[config.mk]
export PLATFORM = sky130hd
export DESIGN_NAME = riscv_div
export DESIGN_NICKNAME = d
export VERILOG_FILES = /design/src/rtl/riscv_div.sv
export SDC_FILE = /design/constraint.sdc
export NUM_CORES = 1
export LEC_CHECK = 0
export ABC_AREA = 1
export CORE_UTILIZATION = 42
export DETAILED_ROUTE_END_ITERATION = 10
export GPL_ROUTABILITY_DRIVEN = 0
export GPL_TIMING_DRIVEN = 0
export PLACE_DENSITY = 0.64
export SETUP_SLACK_MARGIN = 0.15
export SYNTH_ARGS = -nofsm -noshare
export SYNTH_HDL_FRONTEND = slang
export SYNTH_SLANG_ARGS = --single-unit
[constraint.sdc]
create_clock -name clk -period 3.2 [get_ports clk]
set_clock_uncertainty 0.15 [all_clocks]
set_input_delay 0.32 -clock clk [delete_from_list [all_inputs] [get_ports clk]]
set_output_delay 0.32 -clock clk [all_outputs]
set_load 0.05 [all_outputs]
[src/rtl/riscv_div.sv]
// riscv_div: RV32M divider (DIV/DIVU/REM/REMU) built on radix-2 restoring division.
// One quotient bit per cycle for 32 cycles, then one sign-correction cycle.
// Divide-by-zero and signed overflow resolve at accept time and reach DONE one edge later.
// Ports:
//   clk, rst_n          clock, asynchronous active-low reset
//   in_valid / in_ready request handshake; in_ready = unit idle
//   op                  00 DIV, 01 DIVU, 10 REM, 11 REMU
//   rs1, rs2            dividend, divisor
//   out_valid/out_ready result handshake; rd holds quotient or remainder
//   flush               synchronous abort of any in-flight operation
module riscv_div #(
  parameter int unsigned WIDTH = 32
) (
  input  logic             clk,
  input  logic             rst_n,
  input  logic             in_valid,
  output logic             in_ready,
  input  logic [1:0]       op,
  input  logic [WIDTH-1:0] rs1,
  input  logic [WIDTH-1:0] rs2,
  output logic             out_valid,
  input  logic             out_ready,
  output logic [WIDTH-1:0] rd,
  input  logic             flush
);

  localparam int unsigned W  = WIDTH;
  localparam int unsigned CW = $clog2(WIDTH);

  typedef enum logic [1:0] {IDLE, CALC, FIX, DONE} state_t;

  state_t         state_q, state_d;
  logic           is_rem_q;
  logic           neg_quo_q;
  logic           neg_rem_q;
  logic           special_q;
  logic [W-1:0]   dvsr_q;
  logic [W-1:0]   quo_q;
  logic [W-1:0]   rem_q;
  logic [CW-1:0]  cnt_q;

  logic           accept;
  logic           is_signed;
  logic           rs1_neg, rs2_neg;
  logic [W-1:0]   rs1_abs, rs2_abs;
  logic           div_zero, overflow, special;
  logic [W-1:0]   special_val;
  logic [W:0]     rem_shift, diff;
  logic [W-1:0]   quo_fix, rem_fix, result;

  assign in_ready = (state_q == IDLE);
  assign accept   = in_valid && in_ready && !flush;

  // Operand conditioning at accept: magnitudes, result signs and the corner cases
  always_comb begin
    is_signed   = ~op[0];
    rs1_neg     = is_signed & rs1[W-1];
    rs2_neg     = is_signed & rs2[W-1];
    rs1_abs     = rs1_neg ? W'(W'(0) - rs1) : rs1;
    rs2_abs     = rs2_neg ? W'(W'(0) - rs2) : rs2;
    div_zero    = (rs2 == '0);
    overflow    = is_signed && (rs1 == {1'b1, {(W-1){1'b0}}}) && (rs2 == '1);
    special     = div_zero | overflow;
    special_val = '0;
    if (div_zero) begin
      special_val = op[1] ? rs1 : '1;
    end else begin
      // signed overflow: quotient is the most negative value, remainder zero
      special_val = op[1] ? '0 : rs1;
    end
  end

  // One restoring step: shift next dividend bit into the partial remainder, trial subtract
  always_comb begin
    rem_shift = {rem_q, quo_q[W-1]};
    diff      = rem_shift - {1'b0, dvsr_q};
  end

  // Sign correction and result select for the FIX cycle
  always_comb begin
    quo_fix = neg_quo_q ? W'(W'(0) - quo_q) : quo_q;
    rem_fix = neg_rem_q ? W'(W'(0) - rem_q) : rem_q;
    result  = special_q ? rem_q : (is_rem_q ? rem_fix : quo_fix);
  end

  // Next-state logic; flush overrides every other transition
  always_comb begin
    state_d = state_q;
    case (state_q)
      IDLE: if (accept) state_d = special ? FIX : CALC;
      CALC: if (cnt_q == CW'(W - 1)) state_d = FIX;
      FIX:  state_d = DONE;
      DONE: if (out_ready) state_d = IDLE;
      default: state_d = IDLE;
    endcase
    if (flush) state_d = IDLE;
  end

  // State register
  always_ff @(posedge clk or negedge rst_n) begin
    if (!rst_n) state_q <= IDLE;
    else        state_q <= state_d;
  end

  // Datapath and registered outputs
  always_ff @(posedge clk or negedge rst_n) begin
    if (!rst_n) begin
      is_rem_q  <= 1'b0;
      neg_quo_q <= 1'b0;
      neg_rem_q <= 1'b0;
      special_q <= 1'b0;
      dvsr_q    <= '0;
      quo_q     <= '0;
      rem_q     <= '0;
      cnt_q     <= '0;
      out_valid <= 1'b0;
      rd        <= '0;
    end else begin
      if (accept) begin
        is_rem_q  <= op[1];
        neg_quo_q <= rs1_neg ^ rs2_neg;
        neg_rem_q <= rs1_neg;
        special_q <= special;
        dvsr_q    <= rs2_abs;
        // dividend shifts out of the top of quo_q while quotient bits enter at the bottom
        quo_q     <= rs1_abs;
        // special cases park their final answer in rem_q
        rem_q     <= special ? special_val : '0;
        cnt_q     <= '0;
      end else if (state_q == CALC) begin
        cnt_q <= cnt_q + CW'(1);
        quo_q <= {quo_q[W-2:0], ~diff[W]};
        rem_q <= diff[W] ? rem_shift[W-1:0] : diff[W-1:0];
      end
      out_valid <= (state_d == DONE);
      if (state_q == FIX && state_d == DONE) rd <= result;
    end
  end

endmodule

# Word level (Yosys, flattened, before mapping)
# Index checks and enable logic that the tools add are counted.
[op_classes] addsub=6 n_eq_ne=7 mux=23 bitwise_logic=6 n_reduce_logical=9
[ops] cell="2-to-1 mux 32 bit" count=15
[ops] cell="subtractor 1 x 32 -> 32 bit, first input constant" count=4
[ops] cell="equality test 32 bit, second input constant" count=2
[ops] cell="subtractor 33 x 32 -> 33 bit" count=1
[ops] cell="logical NOT 32 bit" count=1
[ops] cell="2-to-1 mux 2 bit" count=5
[ops] cell="2-to-1 mux 5 bit" count=2
[ops] cell="case mux 2 bit (4 select lines)" count=1
[ops] cell="equality test 2 bit, second input constant" count=3
[ops] cell="adder 5 x 1 -> 5 bit, second input constant" count=1
[ops] cell="equality test 5 bit, second input constant" count=1
[ops] cell="logical AND 1 bit" count=5
[ops] cell="bitwise AND 1 bit" count=2
[ops] cell="equality test 2 x 1 -> 1 bit, second input constant" count=1
[ops] cell="logical NOT 2 bit" count=1
[ops] cell="NOT 1 bit" count=2
[ops] cell="nonzero test 2 bit" count=1
[ops] cell="logical NOT 1 bit" count=1
[ops] cell="bitwise OR 1 bit" count=1
[ops] cell="bitwise XOR 1 bit" count=1
[word_totals] reg_bits=140 in_bits=71 elab_cells=62

# Depth between registers and ports, before layout
[depth] word_depth=10 mapped_depth=19 ltp_nobuf=18

# Least setup slack after synthesis
# OpenSTA, ideal clock, no wires.
[synth_path] path_kind="register to register" startpoint="register state_q[0]" endpoint="register rem_q[31]" t_arrival_ns=2.323 setup_slack_ns=0.610 path_stages_with_launch=10 synth_period_minus_slack_ns=2.590 path_cell_list="dfrtp_1 > nor2_1 > nand2_1 > inv_2 > nor2_2 > inv_2 > clkbuf_1 > o21ai_0 > nor2_1 > nor2_1"
[synth_between] elab_chain_cells=4 elab_cells_between_ends=6
[synth_rtl] element="start, declared" line="32" rtl="state_t state_q, state_d;"
[synth_rtl] element="start signal, assigned" line="102" rtl="else state_q <= state_d;"
[synth_rtl] element="logical NOT 2 bit *" line="51" rtl="assign in_ready = (state_q == IDLE);"
[synth_rtl] element="named net in_ready" line="17" rtl="output logic in_ready,"
[synth_rtl] element="logical AND 1 bit * (2 in series)" line="52" rtl="assign accept = in_valid && in_ready && !flush;"
[synth_rtl] element="2-to-1 mux 32 bit / nonzero test 2 bit (equally long branches)"
[synth_rtl] element="end signal, assigned" line="128" rtl="rem_q <= special ? special_val : '0;"
[synth_rtl] element="end signal, assigned" line="133" rtl="rem_q <= diff[W] ? rem_shift[W-1:0] : diff[W-1:0];"
[synth_rtl] element="end, declared" line="39" rtl="logic [W-1:0] rem_q;"
# Mark *: on every way through the listed nets, which the timed path passes. The rest lies on a longest branch.
# A chain may end at the register's enable or synchronous reset.

# Final worst setup path
[layout_path] startpoint="register state_q[1]" endpoint="register cnt_q[2]"
[layout_between] elab_chain_cells=4 elab_cells_between_ends=6
[layout_rtl] element="logical NOT 2 bit" line="51"
[layout_rtl] element="logical AND 1 bit (2 in series)" line="52"
[layout_rtl] element="2-to-1 mux 5 bit / nonzero test 2 bit (equally long branches)"
[layout_rtl] element="end signal, assigned" line="131" rtl="cnt_q <= cnt_q + CW'(1);"
[layout_rtl] element="end, declared" line="40" rtl="logic [CW-1:0] cnt_q;"
# Parallel ways exist; a longest one is shown, timed or not.

==> run summary <==
met3 Usage GRT = 5.04%
Worst Path Required = 3410 ps
area grow syn2layout = 16.4%
worst path buffer plus inverter count = 2
CTS max path bufs = 2
multi-input logic area = 0.00823 mm2
synthesized flop and latch total = 140
final setup violation count = 0
later-pin clock latency in the skew report = 450 ps
initial DRC count = 1726
hpwl dp = 41100 um
initial antenna violation count = 1
Final Hold Vio Count = 0
worst hold path type = in2async
dpl cell area = 0.0151 mm2
critical-path cell list = nor2_1 -> nand2_1 -> clkbuf_1 -> clkbuf_1 -> o21ai_0 -> a21oi_1
Pleak = 8.34 nW
Crit-path slowest cell = clkbuf_1
routed len/inst = 17.7 um
die area = 0.0328 mm2
Post-synth EDFFs = 0
share of the core filled with cells = 49.7%
Initial Util = 42.7%
setup ws final = 308 ps
Slew HR = 43.7%
post-synthesis sequential area ratio = 26.0%
final cell count without fillers = 2857
max-cap violation count = 0
Post-Syn Instances = 2315
CP Max Fanout = 10
Std-Cell Rows = 65
Fmax = 0.346 GHz
I/O Buffers = 104
Finished Cell Area = 0.0157 mm2
layout cell share with drive strength beyond 1 = 4.40%
part of the cycle the worst path needs = 90.4%
RSZ-0062 raised after global routing = no
Routed Antenna Nets = 0
Clock transition at path regs = 60 ps
register area = 0.00350 mm2
vias in the first global route = 14.6k
fin crit period = 2890 ps
vias per cell = 5.45
area of the mapped netlist = 0.0135 mm2
critical path's most frequent cell = clkbuf_1
Vert. Die Dim = 181 um
DR vias = 15.6k
peak supply drop = 0.366 mV
async set-reset flop share out of synthesis = 100%
CP delay by family, top = buffers and inverters
Num CTS Buffers = 17
status = finished clean
largest net degree at the start of global routing = 77
Synth area leaders = dfrtp_1 (26%), nand2_1 (21%), inv_1 (10%), nand3_1 (8.3%), nor2_1 (7.5%)
gr usage total = 31.2%
Placed Cells = 2822
measured slew at the worst slew-check pin = 845 ps
Avg Inst Size Synth = 5.82 um2
Max Slew Vio Count = 0
clk sink count = 140
io pins = 105
crit-path max cell delay = 700 ps
Setup crit start kind = register
Detailed Route WL = 50600 um
TritonCTS clock tree = yes
Worst EP arrival = 3100 ps
power per cell area = 768 mW/mm2
Worst Setup End Kind = register
core area = 0.0316 mm2
global-route wire length before repair = 79000 um
area leader, netlist = dfrtp_1
met1 usage = 42.9%
Yosys Warn Count = 0
Root Buffer = clkbuf_16
Setup WS pre-CTS = -132 ps
crit path kind = reg2reg
post-synthesis cell type count = 46
diode count = 0
share of the synthesized area in the top cell type = 26.0%
grt total ovfl = 0
x dimension of the die = 181 um
drt first pass iters = 7
H-tree depth = 4
Most used DFF post-synth = dfrtp_1
Synthesized Nets = 2426
fin nets = 2553
fillers = 3382
DRC viols = 0
total power = 12.1 mW
met2 usage = 47.9%
grt peak-use layer = met2
==> path summary, 6_finish.rpt <==
| kind | start | endpoint | slack (ps) | cells past startpoint |
|---|---|---|---|---|
| max reg2reg | state_q[1] | cnt_q[2] | 310 | 6 |
| min | rst_n | rd[27] | 290 | 2 |
| min in group clk | rd[21] | rd[21] | 320 | 2 |
| max | state_q[1] | cnt_q[2] | 310 | 6 |
| min reg2reg | rd[21] | rd[21] | 320 | 2 |
| max in group asynchronous | rst_n | dvsr_q[9] | 1780 | 3 |
==> state kept, by name (all words and copies together) (netlist names) <==
signal	cells
cnt_q	5
rem_q	32
state_q	2
special_q	1
neg_quo_q	1
quo_q	32
out_valid	1
is_rem_q	1
neg_rem_q	1
rd	32
dvsr_q	32
==> cells by family after synthesis <==
kind of cell               share of synthesized area [%]
AOI/OAI and AO/OA                                   11.9
DFF                                                 26.0
xor gates and xnor gates                            2.60
and+or+nand+nor                                     42.6
adders and majority gates                           3.77
buffers and inverters                               13.1
==> cell usage after synthesis, types with 6 or more instances <==
master / n
nand2_1: 761
inv_1: 373
nor2_1: 269
nand3_1: 223
dfrtp_1: 140
o21ai_0: 117
a21oi_1: 100
clkbuf_1: 41
ha_1: 39
xor2_1: 35
o221ai_1: 31
nor3_1: 24
nand4_1: 23
buf_1: 14
inv_2: 10
a31oi_1: 8
buf_2: 8
nand3b_1: 8
o22ai_1: 8
buf_6: 7
nand2_2: 6
nor2_4: 6
or2_2: 6
==> layer usage <==
| metal | vias to the layer above | routed length (um) |
|---|---|---|
| li1 | 7573 | - |
| met1 | 7065 | 21800 |
| met2 | 785 | 21700 |
| met3 | 150 | 4700 |
| met4 | 2 | 2390 |
| met5 | - | 9 |
==> report_power, final <==
group	switching (mW)	leakage [nW]	internal (mW)
Combinational	4.82	6.31	2.44
Clock	0.886	0.274	1.08
Sequential	0.654	1.75	2.17
Total	6.36	8.34	5.69
==> cell type report <==
| class | count | area share, % |
|---|---|---|
| Inverter | 385 | 9.21 |
| Timing Repair Buffer | 108 | 6.97 |
| Tap cell | 402 | 3.20 |
| Multi-Input combinational cell | 1720 | 52.4 |
| Clock buffer | 18 | 2.73 |
| Clock inverter | 14 | 0.869 |
| Buffer | 70 | 2.25 |
| Sequential cell | 140 | 22.3 |
==> cells in the final DEF, fill, tap and decap left out, types with 3 or more instances in the layout <==
cell type,n
nand2_1,760
o221ai_1,31
clkdlybuf4s50_1,103
clkbuf_1,40
nor2_2,6
nand3_2,4
buf_2,4
clkbuf_16,17
clkinv_4,4
nor3_1,24
nor4_1,3
o31ai_1,3
o211ai_1,3
o22ai_1,8
buf_6,12
inv_1,372
a31oi_1,8
nand2_4,7
nand3_1,223
nand3b_1,8
nor2_1,268
buf_1,14
and2_1,4
a22oi_1,3
dfrtp_1,140
nand4_1,23
nand3_4,4
nor2_4,6
xnor2_1,5
ha_1,39
o21ai_0,117
xor2_1,35
a21oi_1,99
inv_6,4
or2_2,6
nand2_2,5
inv_2,11
==> through the flow <==
step                      hold slack (ps)  TNS [ps]
after floorplan                      -126         0
after global placement                303   -598680
after detailed placement              205     -1050
after CTS                             309         0
after global routing                  314         0
final                                 285         0
==> timing repair <==
| action | 4_1_cts | 5_1_grt |
|---|---|---|
| hold endpoints to repair | 64 | 0 |
| buffers inserted | 0 | 2 |
| resized for setup | 0 | 24 |
| setup endpoints to repair | 0 | 41 |
| hold buffers | 1 | 0 |
Power figures use the tool's default switching activity.
